`config.mk`:
```
export PLATFORM = sky130hd
export DESIGN_NAME = alu_execute_stage
export DESIGN_NICKNAME = d
export VERILOG_FILES = /design/src/rtl/mips_pkg.sv /design/src/rtl/alu_core.sv /design/src/rtl/alu_execute_stage.sv
export SDC_FILE = /design/constraint.sdc
export NUM_CORES = 1
export LEC_CHECK = 0
export BUFFER_PORTS_ARGS = -buffer_cell sky130_fd_sc_hd__clkbuf_2
export CAP_MARGIN = 20
export CORE_MARGIN = 10
export CORE_UTILIZATION = 47
export CTS_CLUSTER_SIZE = 25
export DETAILED_ROUTE_END_ITERATION = 12
export GPL_ROUTABILITY_DRIVEN = 0
export HOLD_SLACK_MARGIN = 0.08
export PLACE_DENSITY = 0.73
export SYNTH_ARGS = -nofsm -noshare
export SYNTH_HDL_FRONTEND = slang
export SYNTH_SLANG_ARGS = --single-unit
```
`constraint.sdc`:
```
create_clock -name Clk -period 0.8 [get_ports Clk]
set_input_delay 0.08 -clock Clk [delete_from_list [all_inputs] [get_ports Clk]]
set_output_delay 0.08 -clock Clk [all_outputs]
set_load 0.01 [all_outputs]
```
`src/rtl/mips_pkg.sv`:
```
// Shared encodings for the single-cycle MIPS execute stage:
// ALU select codes, main-control ALUOp classes and R-type funct values.
package mips_pkg;

  typedef logic [2:0] alu_sel_t;
  typedef logic [1:0] alu_op_t;
  typedef logic [5:0] funct_t;

  localparam alu_sel_t ALU_AND  = 3'b000;
  localparam alu_sel_t ALU_OR   = 3'b001;
  localparam alu_sel_t ALU_ADD  = 3'b010;
  localparam alu_sel_t ALU_ZERO = 3'b011;
  localparam alu_sel_t ALU_ANDN = 3'b100;
  localparam alu_sel_t ALU_ORN  = 3'b101;
  localparam alu_sel_t ALU_SUB  = 3'b110;
  localparam alu_sel_t ALU_SLT  = 3'b111;

  localparam alu_op_t ALUOP_ADD   = 2'b00;
  localparam alu_op_t ALUOP_SUB   = 2'b01;
  localparam alu_op_t ALUOP_RTYPE = 2'b10;

  localparam funct_t FN_ADD = 6'b100000;
  localparam funct_t FN_SUB = 6'b100010;
  localparam funct_t FN_AND = 6'b100100;
  localparam funct_t FN_OR  = 6'b100101;
  localparam funct_t FN_SLT = 6'b101010;

endpackage

```
`src/rtl/alu_core.sv`:
```
// Purely combinational ALU: result and zero flag selected by a 3-bit code.
module alu_core
  import mips_pkg::*;
#(
  parameter int WIDTH = 32
) (
  input  logic [WIDTH-1:0] a_i,
  input  logic [WIDTH-1:0] b_i,
  input  alu_sel_t         sel_i,
  output logic [WIDTH-1:0] result_o,
  output logic             zero_o
);

  logic slt_s;

  // Signed compare keeps slt correct even when a - b would overflow.
  assign slt_s = ($signed(a_i) < $signed(b_i));

  // Operation select; unused codes still produce a defined value.
  always_comb begin
    result_o = '0;
    case (sel_i)
      ALU_AND:  result_o = a_i & b_i;
      ALU_OR:   result_o = a_i | b_i;
      ALU_ADD:  result_o = a_i + b_i;
      ALU_ZERO: result_o = '0;
      ALU_ANDN: result_o = a_i & ~b_i;
      ALU_ORN:  result_o = a_i | ~b_i;
      ALU_SUB:  result_o = a_i - b_i;
      ALU_SLT:  result_o = {{(WIDTH-1){1'b0}}, slt_s};
      default:  result_o = '0;
    endcase
  end

  assign zero_o = (result_o == '0);

endmodule

```
`src/rtl/alu_execute_stage.sv`:
```
// Execute-stage slice: ALU-control decode, ALU, branch-take gate and the
// output register bank feeding data memory, writeback and the PC mux.
module alu_execute_stage
  import mips_pkg::*;
#(
  parameter int WIDTH   = 32,
  parameter int FUNCT_W = 6
) (
  input  logic               Clk,
  input  logic               Reset,
  input  logic [WIDTH-1:0]   SrcA,
  input  logic [WIDTH-1:0]   SrcB,
  input  logic [FUNCT_W-1:0] InstrFunc,
  input  logic [1:0]         ALUOp,
  input  logic               Branch,
  output logic [2:0]         AluSelect,
  output logic [WIDTH-1:0]   AluResult,
  output logic               Zero,
  output logic               BranchSelect
);

  alu_sel_t         sel_d;
  alu_sel_t         sel_q;
  logic [WIDTH-1:0] result_d;
  logic [WIDTH-1:0] result_q;
  logic             zero_d;
  logic             zero_q;
  logic             take_d;
  logic             take_q;

  // ALU-control decode; unknown classes and functs fall back to add.
  always_comb begin
    sel_d = ALU_ADD;
    case (ALUOp)
      ALUOP_ADD: sel_d = ALU_ADD;
      ALUOP_SUB: sel_d = ALU_SUB;
      ALUOP_RTYPE: begin
        case (InstrFunc)
          FN_ADD:  sel_d = ALU_ADD;
          FN_SUB:  sel_d = ALU_SUB;
          FN_AND:  sel_d = ALU_AND;
          FN_OR:   sel_d = ALU_OR;
          FN_SLT:  sel_d = ALU_SLT;
          default: sel_d = ALU_ADD;
        endcase
      end
      default: sel_d = ALU_ADD;
    endcase
  end

  alu_core #(
    .WIDTH (WIDTH)
  ) u_alu_core (
    .a_i      (SrcA),
    .b_i      (SrcB),
    .sel_i    (sel_d),
    .result_o (result_d),
    .zero_o   (zero_d)
  );

  assign take_d = Branch & zero_d;

  // Output registers; Zero clears in reset so no branch is taken out of it.
  always_ff @(posedge Clk or negedge Reset) begin
    if (!Reset) begin
      sel_q    <= ALU_AND;
      result_q <= '0;
      zero_q   <= 1'b0;
      take_q   <= 1'b0;
    end else begin
      sel_q    <= sel_d;
      result_q <= result_d;
      zero_q   <= zero_d;
      take_q   <= take_d;
    end
  end

  assign AluSelect    = sel_q;
  assign AluResult    = result_q;
  assign Zero         = zero_q;
  assign BranchSelect = take_q;

endmodule

```
==> results of run 1 <==
stage by stage:
stage          utilization, %  instance area, um2  cells
2_1_floorplan               -                6920    839
3_3_place_gp             78.2                9910   1414
3_5_place_dp             78.2                9910   1414
4_1_cts                  90.0               11400   1459
per-layer routing:
metal / GRT overflow / global-route usage, %
met1: 0 / 66.2
met2: 45 / 82.1
met3: 0 / 57.6
met5: 1 / 30.0
met4: 22 / 67.5
repair_timing:
item | CTS
hold endpoints to repair | 38
hold buffers | 1
resized for setup | 223
setup endpoints to repair | 73
pin swaps | 77
buffers inserted | 40
logic make-up after synthesis:
group / synth area share [%]
AOI/OAI and AO/OA: 37.9
adders and majority gates: 14.3
muxes: 0.858
DFF: 15.1
xor gates and xnor gates: 1.43
buffers and inverters: 8.29
and+or+nand+nor: 22.1
==> results_dict.tcl, run 1 <==
set metrics [dict create \
    synthTopCellsByCount "a21oi_1, inv_1, nand2_1" \
    synth_cell_types 95 \
    synth-edff-count 0 \
    fp-row-count 41 \
    error "[ERROR GRT-0232] Routing congestion too high. Check the congestion heatmap in the GUI." \
    grt_max_degree 38 \
    grt_usage_pct 68.1 \
    status "stopped before the end" \
    grt_overflow_total 68 \
    fp.dieH_um 134 \
    cts_root_buffer "clkbuf_16" \
    yosys_warnings 0 \
    netlist_area_um2 6130 \
    synth-seq-area-share_pct 15.1 \
    synth_top_area_share_pct 15.1 \
    initial_core_util_pct 48.3 \
    synth.area.top_cells "dfrtp_1, ha_1, a21oi_1" \
    synthArstFlopShare_pct 100 \
    yosysMostFrequentCell "a21oi_1" \
    fp.dieW_um 134 \
    h-tree-depth 2 \
    numPortBuffers 111 \
    avgSynthCellArea_um2 7.30 \
    clock_sinks 37 \
    syn_nets 981 \
    synth_top_cell_by_area "dfrtp_1" \
    synth_ff_type "dfrtp_1" \
    dp_hpwl_um 22800 \
    clock_path_buffers 2 \
    stop_stage "5_1_grt" \
    io_pins 112 \
    synth-seq-cells 37 \
    post-place-ws_ps -2790 \
    cts_buffers 5 \
    synthCells 839 \
]
==> run 2: changes to the inputs <==
--- a/config.mk
+++ b/config.mk
@@ -8,12 +8,10 @@
 export BUFFER_PORTS_ARGS = -buffer_cell sky130_fd_sc_hd__clkbuf_2
 export CAP_MARGIN = 20
 export CORE_MARGIN = 10
-export CORE_UTILIZATION = 47
-export CTS_CLUSTER_SIZE = 25
+export CORE_UTILIZATION = 32
 export DETAILED_ROUTE_END_ITERATION = 12
 export GPL_ROUTABILITY_DRIVEN = 0
-export HOLD_SLACK_MARGIN = 0.08
-export PLACE_DENSITY = 0.73
+export PLACE_DENSITY_LB_ADDON = 0.15
 export SYNTH_ARGS = -nofsm -noshare
 export SYNTH_HDL_FRONTEND = slang
 export SYNTH_SLANG_ARGS = --single-unit
==> results_dict.tcl, run 2 <==
set metrics [dict create \
    fp.dieH_um 158 \
    rsz0062_at_grt "yes" \
    synth_top_cell_by_area "dfrtp_1" \
    synth_compound_area_share_pct 37.9 \
    synth_xor_area_share_pct 1.43 \
    cts_tree "yes" \
    wl_um 30500 \
    crit_family "compound AO/OA/AOI/OAI gates" \
    grt_overflow_total 0 \
    clock_sinks 37 \
    drt-initial-drc-count 596 \
    powerDensity_nw_per_um2 1270 \
    slew_headroom_pct 23.5 \
    antenna_found_initial 0 \
    drt.antenna.violating_nets 0 \
    path_clk_slew_ps 60 \
    crit_end "Zero" \
    final_cell_mix "buf_4, clkbuf_2, nand2_1" \
    p_total_mw 15.7 \
    synthSimpleGateAreaFrac_pct 22.1 \
    h-tree-depth 2 \
    synthCells 839 \
    grt_max_degree 38 \
    cpPeakStageDelay_ps 440 \
    vias_per_cell 5.59 \
    finalSetupViolCount 73 \
    worstMarginPinSlew_ps 1120 \
    numPortBuffers 111 \
    synth_cell_types 95 \
    yosys_warnings 0 \
    hold_viol 0 \
    period_share_pct 398 \
    synth-edff-count 0 \
    muxShareOfSynthArea_pct 0.858 \
    grt_pass1_vias 8684 \
    worst-path-buf-inv 4 \
    fp-row-count 50 \
    cp-start-kind "input pin" \
    dp_cells 1483 \
    hold_path_class "input pin to flop" \
    failed_checks "setup timing" \
    remaining_drc_errors 0 \
    initial_core_util_pct 32.6 \
    grt_usage_pct 23.0 \
    drt_first_pass_iters 5 \
    slowest_stage "a2111o_1" \
    maxCapViolations 0 \
    largest_register_ffs 32 \
    worstPathRequired_ps 990 \
    clock_path_buffers 2 \
    seqPwrFrac_pct 15.0 \
    crit_fanout 4 \
    synthAdderAreaFrac_pct 14.3 \
    grt_pass1_wl_um 45800 \
    ir_drop_uv 825 \
    power_frac_clock_pct 16.8 \
    io_pins 112 \
    synth_top_area_share_pct 15.1 \
    syn_to_final_growth_pct 102 \
    mostFrequentLayoutCell "buf_4" \
    yosysMostFrequentCell "a21oi_1" \
    crit_type "input pin to flop" \
    syn_nets 981 \
    wl_per_cell_um 19.7 \
    critical_path.cell_chain "clkbuf_16, ha_4, inv_2, fa_2, nor3_4, o311ai_4, a21oi_2, buf_6, buf_6, o31ai_4, o21bai_1, a221o_1, o21ai_2, a21oi_2, a2111o_1, nor4_4, nand3_2, nor4b_2" \
    synth_top_family_by_area "compound AO/OA/AOI/OAI gates" \
    internal_power_mw 9.35 \
    arrival_ps 3370 \
    period_needed_ps 3180 \
    dp_hpwl_um 23200 \
    drive_above_1_share_pct 61.2 \
    synth-seq-area-share_pct 15.1 \
    endpoint_kind "flop" \
    die_area_um2 25100 \
    hold-worst-slack_ps 47.1 \
    clock.fmax_mhz 314 \
    vias 8671 \
    leakagePower_nw 5.56 \
    tns_ps -50550 \
    status "complete, but fails checks" \
    p_comb_share_pct 68.2 \
    synthArstFlopShare_pct 100 \
    cts_buffers 5 \
    nFillCells 1504 \
    worst_slack_ps -2380 \
    slew_violations 0 \
    synth-seq-cells 37 \
    synthTopCellsByCount "a21oi_1, inv_1, nand2_1" \
    antenna_cells 0 \
    synth_ff_type "dfrtp_1" \
    cts_root_buffer "clkbuf_16" \
    switching_share_pct 40.5 \
    fp.dieW_um 158 \
    startpoint "SrcA[0]" \
    synth.area.top_cells "dfrtp_1, ha_1, a21oi_1" \
    finalNonFillerCells 1550 \
    cp.depth 18 \
    nets 1457 \
    p_sw_mw 6.37 \
    netlist_area_um2 6130 \
    core_um2 18800 \
    avgSynthCellArea_um2 7.30 \
]
[run 2: cell counts after synthesis]
Identical to the previous run, type by type.
[run 2: how the worst min path moves through the flow]
stage,startpoint,endpoint,slack (ps),cells after the start
CTS,Branch,BranchSelect,40,3
floorplan,Reset,AluResult[0],-220,0
global placement,Reset,AluResult[28],60,2
global route,Branch,BranchSelect,50,3
finish,Branch,BranchSelect,50,3
detailed placement,Reset,AluResult[28],60,2
[run 2: repair_timing]
action	4_1_cts	5_1_grt
gates resized for setup	240	117
endpoints found under the setup margin	73	74
hold buffers	1	0
pin swaps	73	64
hold endpoints to repair	37	0
setup buffers	43	24
[run 2: kinds of logic (layout without fill, tap and decap cells)]
logic type / after synthesis / in the layout
buf+inv: 126 / 603
simple gates: 259 / 259
flops: 37 / 37
fa+ha+maj: 69 / 69
mux: 5 / 5
xor+xnor: 10 / 10
compound gates: 333 / 333
[run 2: routing by layer]
metal  track usage (%)  wire [um]
met1              28.4      12300
met2              39.5      14800
met3              3.51       2330
met4              8.38       1120
met5                 0          0
[run 2: per-stage QoR]
step	worst slack [ps]	util, %	cell area (um2)
after global routing	-2530	65.9	12400
after detailed placement	-2980	53.4	10000
after global placement	-2880	53.4	10000
after floorplan	-2230	-	6920
final	-2380	65.9	12400
after CTS	-2360	62.1	11700
[run 2: cell type report]
| cell class | instances | area (um2) | share of cell area (%) |
|---|---|---|---|
| Timing Repair Buffer | 518 | 4070 | 32.9 |
| Multi-Input combinational cell | 676 | 6500 | 52.5 |
| Inverter | 77 | 385 | 3.12 |
| Tap cell | 234 | 293 | 2.37 |
| Sequential cell | 37 | 926 | 7.49 |
| Clock inverter | 3 | 68.8 | 0.556 |
| Clock buffer | 5 | 125 | 1.01 |
[run 2: power groups by stage]
stage          Sequential, mW  Combinational (mW)  Clock (mW)
5_1_grt                  2.39                11.4        2.72
2_1_floorplan            2.54                3.99           0
3_5_place_dp             2.38                8.24           0
3_3_place_gp             2.38                8.20           0
4_1_cts                  2.35                9.71        2.66
6_report                 2.35                10.7        2.65
Note: power is estimated with default switching activity, not from simulation.
